**src/rtl/uart_rx_byte.sv**
```systemverilog
// uart_rx_byte: 8N1 UART receiver feeding a valid/ready byte stream.
// RsRx passes through a SYNC_STAGES-deep synchroniser, whose flops are preset
// to idle-high. A mid-bit sampling FSM then deserialises the frame.
// Optional build macro UART_RX_PARITY_EN: when defined, the frame is 8E1 and a
// parity_err pulse output is added.
// Handshake: rx_valid means rx_data holds an unconsumed byte. The byte is taken
// on any rising edge where rx_valid && rx_ready. A byte that completes while
// rx_valid is already high overwrites rx_data. If that happens without a
// simultaneous accept, overrun pulses.
// dbg_state exposes the FSM state encoding for observation.
module uart_rx_byte #(
  parameter int CLKS_PER_BIT = 868,
  parameter int SYNC_STAGES  = 2
) (
  input  logic       clk,
  input  logic       rst_n,
  input  logic       RsRx,
  output logic [7:0] rx_data,
  output logic       rx_valid,
  input  logic       rx_ready,
  output logic       frame_err,
  output logic       overrun,
`ifdef UART_RX_PARITY_EN
  output logic       parity_err,
`endif
  output logic [2:0] dbg_state
);

  localparam int CW = $clog2(CLKS_PER_BIT);
  localparam logic [CW-1:0] BIT_LAST  = CW'(CLKS_PER_BIT - 1);
  localparam logic [CW-1:0] HALF_LAST = CW'(CLKS_PER_BIT / 2 - 1);

  typedef enum logic [2:0] {
    S_IDLE   = 3'd0,
    S_START  = 3'd1,
    S_DATA   = 3'd2,
    S_PARITY = 3'd3,
    S_STOP   = 3'd4,
    S_BREAK  = 3'd5
  } state_t;

  state_t          state_q, state_d;
  logic [CW-1:0]   bcnt_q, bcnt_d;
  logic [2:0]      idx_q, idx_d;
  logic [7:0]      shift_q, shift_d;
  logic [SYNC_STAGES-1:0] sync_q;
  logic            rxs;

  logic [7:0]      rx_data_q, rx_data_d;
  logic            rx_valid_q, rx_valid_d;
  logic            frame_err_q, frame_err_d;
  logic            overrun_q, overrun_d;
  logic            load;
  logic            fe_set;

`ifdef UART_RX_PARITY_EN
  logic            par_q, par_d;
  logic            parity_err_q, parity_err_d;
  logic            pe_set;
`endif

  assign rxs = sync_q[SYNC_STAGES-1];

  // Metastability synchroniser; presets to idle-high so reset never looks like a start bit.
  always_ff @(posedge clk or negedge rst_n) begin
    if (!rst_n) sync_q <= '1;
    else        sync_q <= {sync_q[SYNC_STAGES-2:0], RsRx};
  end

  // FSM and deserialiser state registers.
  always_ff @(posedge clk or negedge rst_n) begin
    if (!rst_n) begin
      state_q <= S_IDLE;
      bcnt_q  <= '0;
      idx_q   <= 3'd0;
      shift_q <= 8'h00;
`ifdef UART_RX_PARITY_EN
      par_q   <= 1'b0;
`endif
    end else begin
      state_q <= state_d;
      bcnt_q  <= bcnt_d;
      idx_q   <= idx_d;
      shift_q <= shift_d;
`ifdef UART_RX_PARITY_EN
      par_q   <= par_d;
`endif
    end
  end

  // Next-state logic: sample at mid start bit, then once per bit period.
  always_comb begin
    state_d = state_q;
    bcnt_d  = bcnt_q + 1'b1;
    idx_d   = idx_q;
    shift_d = shift_q;
    load    = 1'b0;
    fe_set  = 1'b0;
`ifdef UART_RX_PARITY_EN
    par_d   = par_q;
    pe_set  = 1'b0;
`endif
    case (state_q)
      S_IDLE: begin
        bcnt_d = '0;
        if (!rxs) state_d = S_START;
      end
      S_START: begin
        if (bcnt_q == HALF_LAST) begin
          bcnt_d = '0;
          if (rxs) begin
            state_d = S_IDLE;
          end else begin
            idx_d   = 3'd0;
            state_d = S_DATA;
          end
        end
      end
      S_DATA: begin
        if (bcnt_q == BIT_LAST) begin
          bcnt_d          = '0;
          shift_d[idx_q]  = rxs;
          if (idx_q == 3'd7) begin
`ifdef UART_RX_PARITY_EN
            state_d = S_PARITY;
`else
            state_d = S_STOP;
`endif
          end else begin
            idx_d = idx_q + 3'd1;
          end
        end
      end
`ifdef UART_RX_PARITY_EN
      S_PARITY: begin
        if (bcnt_q == BIT_LAST) begin
          bcnt_d  = '0;
          par_d   = rxs;
          state_d = S_STOP;
        end
      end
`endif
      S_STOP: begin
        if (bcnt_q == BIT_LAST) begin
          bcnt_d = '0;
`ifdef UART_RX_PARITY_EN
          pe_set = (par_q != ^shift_q);
`endif
          if (rxs) begin
            load    = 1'b1;
            state_d = S_IDLE;
          end else begin
            fe_set  = 1'b1;
            state_d = S_BREAK;
          end
        end
      end
      S_BREAK: begin
        bcnt_d = '0;
        if (rxs) state_d = S_IDLE;
      end
      default: begin
        bcnt_d  = '0;
        state_d = S_IDLE;
      end
    endcase
  end

  // Output stage: load and handshake for rx_data/rx_valid, plus the one-cycle error pulses.
  always_comb begin
    rx_data_d   = rx_data_q;
    rx_valid_d  = rx_valid_q;
    overrun_d   = 1'b0;
    frame_err_d = fe_set;
`ifdef UART_RX_PARITY_EN
    parity_err_d = pe_set;
`endif
    if (rx_valid_q && rx_ready) rx_valid_d = 1'b0;
    if (load) begin
      rx_data_d  = shift_q;
      rx_valid_d = 1'b1;
      overrun_d  = rx_valid_q && !rx_ready;
    end
  end

  // Registered outputs.
  always_ff @(posedge clk or negedge rst_n) begin
    if (!rst_n) begin
      rx_data_q    <= 8'h00;
      rx_valid_q   <= 1'b0;
      frame_err_q  <= 1'b0;
      overrun_q    <= 1'b0;
`ifdef UART_RX_PARITY_EN
      parity_err_q <= 1'b0;
`endif
    end else begin
      rx_data_q    <= rx_data_d;
      rx_valid_q   <= rx_valid_d;
      frame_err_q  <= frame_err_d;
      overrun_q    <= overrun_d;
`ifdef UART_RX_PARITY_EN
      parity_err_q <= parity_err_d;
`endif
    end
  end

  assign rx_data   = rx_data_q;
  assign rx_valid  = rx_valid_q;
  assign frame_err = frame_err_q;
  assign overrun   = overrun_q;
  assign dbg_state = state_q;
`ifdef UART_RX_PARITY_EN
  assign parity_err = parity_err_q;
`endif

endmodule

```
**config.mk**
```make
export PLATFORM = sky130hd
export DESIGN_NAME = uart_rx_byte
export DESIGN_NICKNAME = d
export VERILOG_FILES = /design/src/rtl/uart_rx_byte.sv
export SDC_FILE = /design/constraint.sdc
export NUM_CORES = 1
export LEC_CHECK = 0
export CORE_UTILIZATION = 55
export CTS_CLUSTER_DIAMETER = 80
export DETAILED_ROUTE_END_ITERATION = 12
export PLACE_DENSITY = 0.83
export REMOVE_ABC_BUFFERS = 1
export SLEW_MARGIN = 20
export SYNTH_ARGS = -nofsm -noshare
export SYNTH_HDL_FRONTEND = slang
export SYNTH_SLANG_ARGS = --single-unit
```
**constraint.sdc**
```tcl
create_clock -name clk -period 3.73 [get_ports clk]
set_clock_uncertainty 0.05 [all_clocks]
set_input_delay 0.746 -clock clk [delete_from_list [all_inputs] [get_ports clk]]
set_output_delay 0.746 -clock clk [all_outputs]
set_load 0.02 [all_outputs]
```
==> summary.md <==
| Metric | Value |
|---|---|
| Die Area | `about 3400 µm²` |
| Horiz. Die Dim | `just under 60 µm` |
| Share of the synthesized area in the top cell type | `49.8%` |
| Arrival time at the worst endpoint | `1650 ps` |
| Cell count after synthesis | `between 100 and 150` |
| Family with the most delay on the worst path | `buffers and inverters` |
| Clock root buffer master | `sky130_fd_sc_hd__clkbuf_4` |
| Remaining routing DRC violations | `0` |
| Required time of the worst setup path | `slightly below 3000 ps` |
| DRC violation total after the first TritonRoute iteration | `64` |
| Most common cell in the netlist | `sky130_fd_sc_hd__dfrtp_1` |
| Number of ports placed on the die boundary | `18` |
| Maximum number of pins on one net before global-route repair | `38` |
| Area leader, netlist | `sky130_fd_sc_hd__dfrtp_1` |
| Clock buffer depth | `2` |
| Residual overflow from global routing | `0` |
| Crit path buf inv count | `1` |
| Synth Area in Compound Gates | `under 10%` |
| Max incr delay on CP | `between 600 and 700 ps` |
| Mux cell area share after synthesis | `between 10 and 15%` |
| Number of nets still failing antenna checks after routing | `0` |
| #FFs+latches synth | `37` |
| Cell depth of the worst flop-to-flop path | `6` |
| CTS resizes | `0` |
| Floorplan die height | `58.6 µm` |
| Power density relative to cell area | `312 nW/µm²` |
| Num Clock Sinks | `37` |
| Cell at the slowest stage of the critical path | `sky130_fd_sc_hd__clkdlybuf4s50_1` |
| Status | `complete, no violations` |
| Main area contributors after synthesis | `sky130_fd_sc_hd__dfrtp_1, sky130_fd_sc_hd__mux2_2, sky130_fd_sc_hd__nor2_1` |
| Number of nets at the end of the flow | `between 150 and 200` |
| Largest family of logic cells by synthesized area | `simple AND/OR/NAND/NOR gates` |
| Startpoint class of the critical path | `flip-flop` |
| Post-CTS clock slew at the launch and capture registers of the worst setup and hold paths | `around 110 ps` |
| Avg Cell Area, Syn | `roughly 12 µm²` |
| Floorplan core area | `3050 µm²` |
| Final Total Pwr | `0.632 mW` |
| Proportion of synthesized flip-flops having asynchronous set or reset | `100%` |
| Crit path from | `dbg_state[2]$_DFFE_PN0P_` |
| Number of optimization iterations in the first detailed-route pass | `5` |
| Critical path class | `reg -> out` |
| Drt total wl | `2990 µm` |
| Via count normalized by instance count | `~5.7` |
| Unique masters post-synth | `39` |
| Count of cell instances traversed by the critical path | `1` |
| Utilization after layout | `about 66%` |
| Layout cell share with drive strength beyond 1 | `a little over a fifth` |
| First-pass GRT wire length | `around 5000 µm` |
| Clock tree from TritonCTS | `yes` |
| Ranking of synthesized cells by instance count | `sky130_fd_sc_hd__dfrtp_1, sky130_fd_sc_hd__mux2_2, sky130_fd_sc_hd__nor2_1` |
| Adder-cell share of the synthesized area | `around 2.8%` |
| Area growth syn-to-layout | `15.1%` |
| Highest clock frequency the design can meet | `between 0.4 and 0.5 GHz` |
| Endpoint of the lowest-slack register-to-register path | `bcnt_q[1]$_DFF_PN0_` |
| Transition time at the pin with the least slew margin | `about 500 ps` |
| Buffer count from post-CTS setup fixing | `0` |
| Reg-to-Reg Start | `bcnt_q[1]$_DFF_PN0_` |
| Ordered cell list for the critical path | `clkdlybuf4s50_1` |
| Depth of the CTS H-tree | `2` |
| Port Buf Inserts | `17` |
| Initial antenna violation count | `0` |
| Most used flip-flop cell after synthesis | `sky130_fd_sc_hd__dfrtp_1` |
| Number of buffers created by CTS | `5` |
| Static Leak | `0.930 nW` |
| Initial standard-cell utilization of the core | `between 50% and 60%` |
| Maximum vdd drop | `~210 µV` |
| Final min period | `2440 ps` |
| Antenna cell count | `0` |
| Num rows | `20` |
| Synthesis warning total | `0` |
| Setup violation total in the final timing report | `0` |
| Share of the yosys chip area belonging to registers | `about 53%` |
| Vias after detailed routing | `~1200` |
| Weighted congestion reported at the end of routability-driven placement | `about 0.77` |
| Reg-to-reg setup timing slack | `roughly 1700 ps` |
| Wire length per cell | `around 14 µm` |
| Biggest fanout along the worst timing path | `12` |
| Total count of max-transition violations in the final report | `0` |
| HPWL Detailed | `2160 µm` |
| Critical Path Sink | `dbg_state[2]` |
| Cell Area, Synth | `about 1800 µm²` |
| Overall Global Routing Usage | `20.3%` |
| CTS Hold Bufs | `0` |
| RSZ-0062 raised after global routing | `false` |
| Worst hold slack across all endpoints | `~310 ps` |
| Number of global-route vias before repair | `approximately 1100` |
| Share of synthesized cell area in and, or, nand and nor gates | `between 20% and 30%` |
| Skew-Pair Late Insertion Delay | `~340 ps` |
| Xor/xnor share of the synthesized area | `between 3 and 4%` |
| Critical Path Sink Type | `output port` |
| Max capacitance violation total | `0` |
| Final hold vios | `0` |
| Total negative setup slack | `0 ps` |
| Max transition margin | `roughly 66%` |
| Period Utilization, post-route | `between 60% and 70%` |
| Worst hold path type | `reg -> reg` |
| Number of enable-type register cells in the synthesized netlist | `0` |
[metal layers]
metal | global-route usage (%) | up-vias | wire length [µm]
li1 | - | 567 | -
met2 | 32.3 | 29 | 1470
met3 | 6.37 | 7 | 149
met4 | 7.82 | 0 | 46
met1 | 26.1 | 609 | 1330
met5 | 0 | - | 0
[final cells by class]
| cell class | instances | area [µm²] |
|---|---|---|
| sequential | 37 | 928 |
| clock inverter | 1 | 7.51 |
| fill | 251 | 1030 |
| tap | 44 | 55.1 |
| inverter | 3 | 11.3 |
| timing repair buffer | 18 | 178 |
| multi-input combinational | 103 | 796 |
| clock buffer | 6 | 51.3 |
[sequential cells by signal, summed over array words and instances, names as in the netlist, 2 cells and up]
| register | flops |
|---|---|
| bcnt_q | 10 |
| sync_q | 2 |
| idx_q | 3 |
| dbg_state | 3 |
| shift_q | 8 |
| rx_data | 8 |
[through the flow]
stage | setup slack (ps) | cells | instance area (µm²)
after floorplan | 1910 | 143 | 1740
after global placement | 1710 | 205 | 1970
after detailed placement | 1670 | 205 | 1970
after CTS | 1270 | 212 | 2030
after global routing | 1210 | 212 | 2030
final | 1290 | 212 | 2030
[worst min-delay path by stage]
stage                     endpoint  slack, ps  cells after the start                start
2_1_floorplan  sync_q[1]$_DFF_PN1_        300                      0  sync_q[0]$_DFF_PN1_
3_3_place_gp   sync_q[1]$_DFF_PN1_        300                      0  sync_q[0]$_DFF_PN1_
3_5_place_dp   sync_q[1]$_DFF_PN1_        300                      0  sync_q[0]$_DFF_PN1_
4_1_cts        sync_q[1]$_DFF_PN1_        310                      0  sync_q[0]$_DFF_PN1_
5_1_grt        sync_q[1]$_DFF_PN1_        320                      0  sync_q[0]$_DFF_PN1_
6_report       sync_q[1]$_DFF_PN1_        310                      0  sync_q[0]$_DFF_PN1_
[layout by cell type, fill, tap and decap left out, types with 4 or more instances in the layout]
cell type / count
sky130_fd_sc_hd__dfrtp_1: 35
sky130_fd_sc_hd__mux2_2: 17
sky130_fd_sc_hd__clkdlybuf4s50_1: 17
sky130_fd_sc_hd__nor2_1: 16
sky130_fd_sc_hd__nand2_1: 7
sky130_fd_sc_hd__nand4_1: 6
sky130_fd_sc_hd__xor2_1: 5
sky130_fd_sc_hd__nor2b_1: 5
sky130_fd_sc_hd__clkbuf_4: 5
sky130_fd_sc_hd__and2_1: 4
sky130_fd_sc_hd__ha_1: 4
[cell families after synthesis]
kind of cell | Yosys count
adders and majority gates | 4
buffers and inverters | 7
xor gates and xnor gates | 8
DFF | 37
AOI/OAI and AO/OA | 13
and+or+nand+nor | 61
muxes | 17
[power by group]
group / internal, mW / switching, mW / leakage, nW
Sequential: 0.403 / 0.00253 / 0.495
Clock: 0.0882 / 0.126 / 0.0303
Combinational: 0.00429 / 0.00846 / 0.404
Total: 0.495 / 0.137 / 0.930
Power figures use the tool's default switching activity.
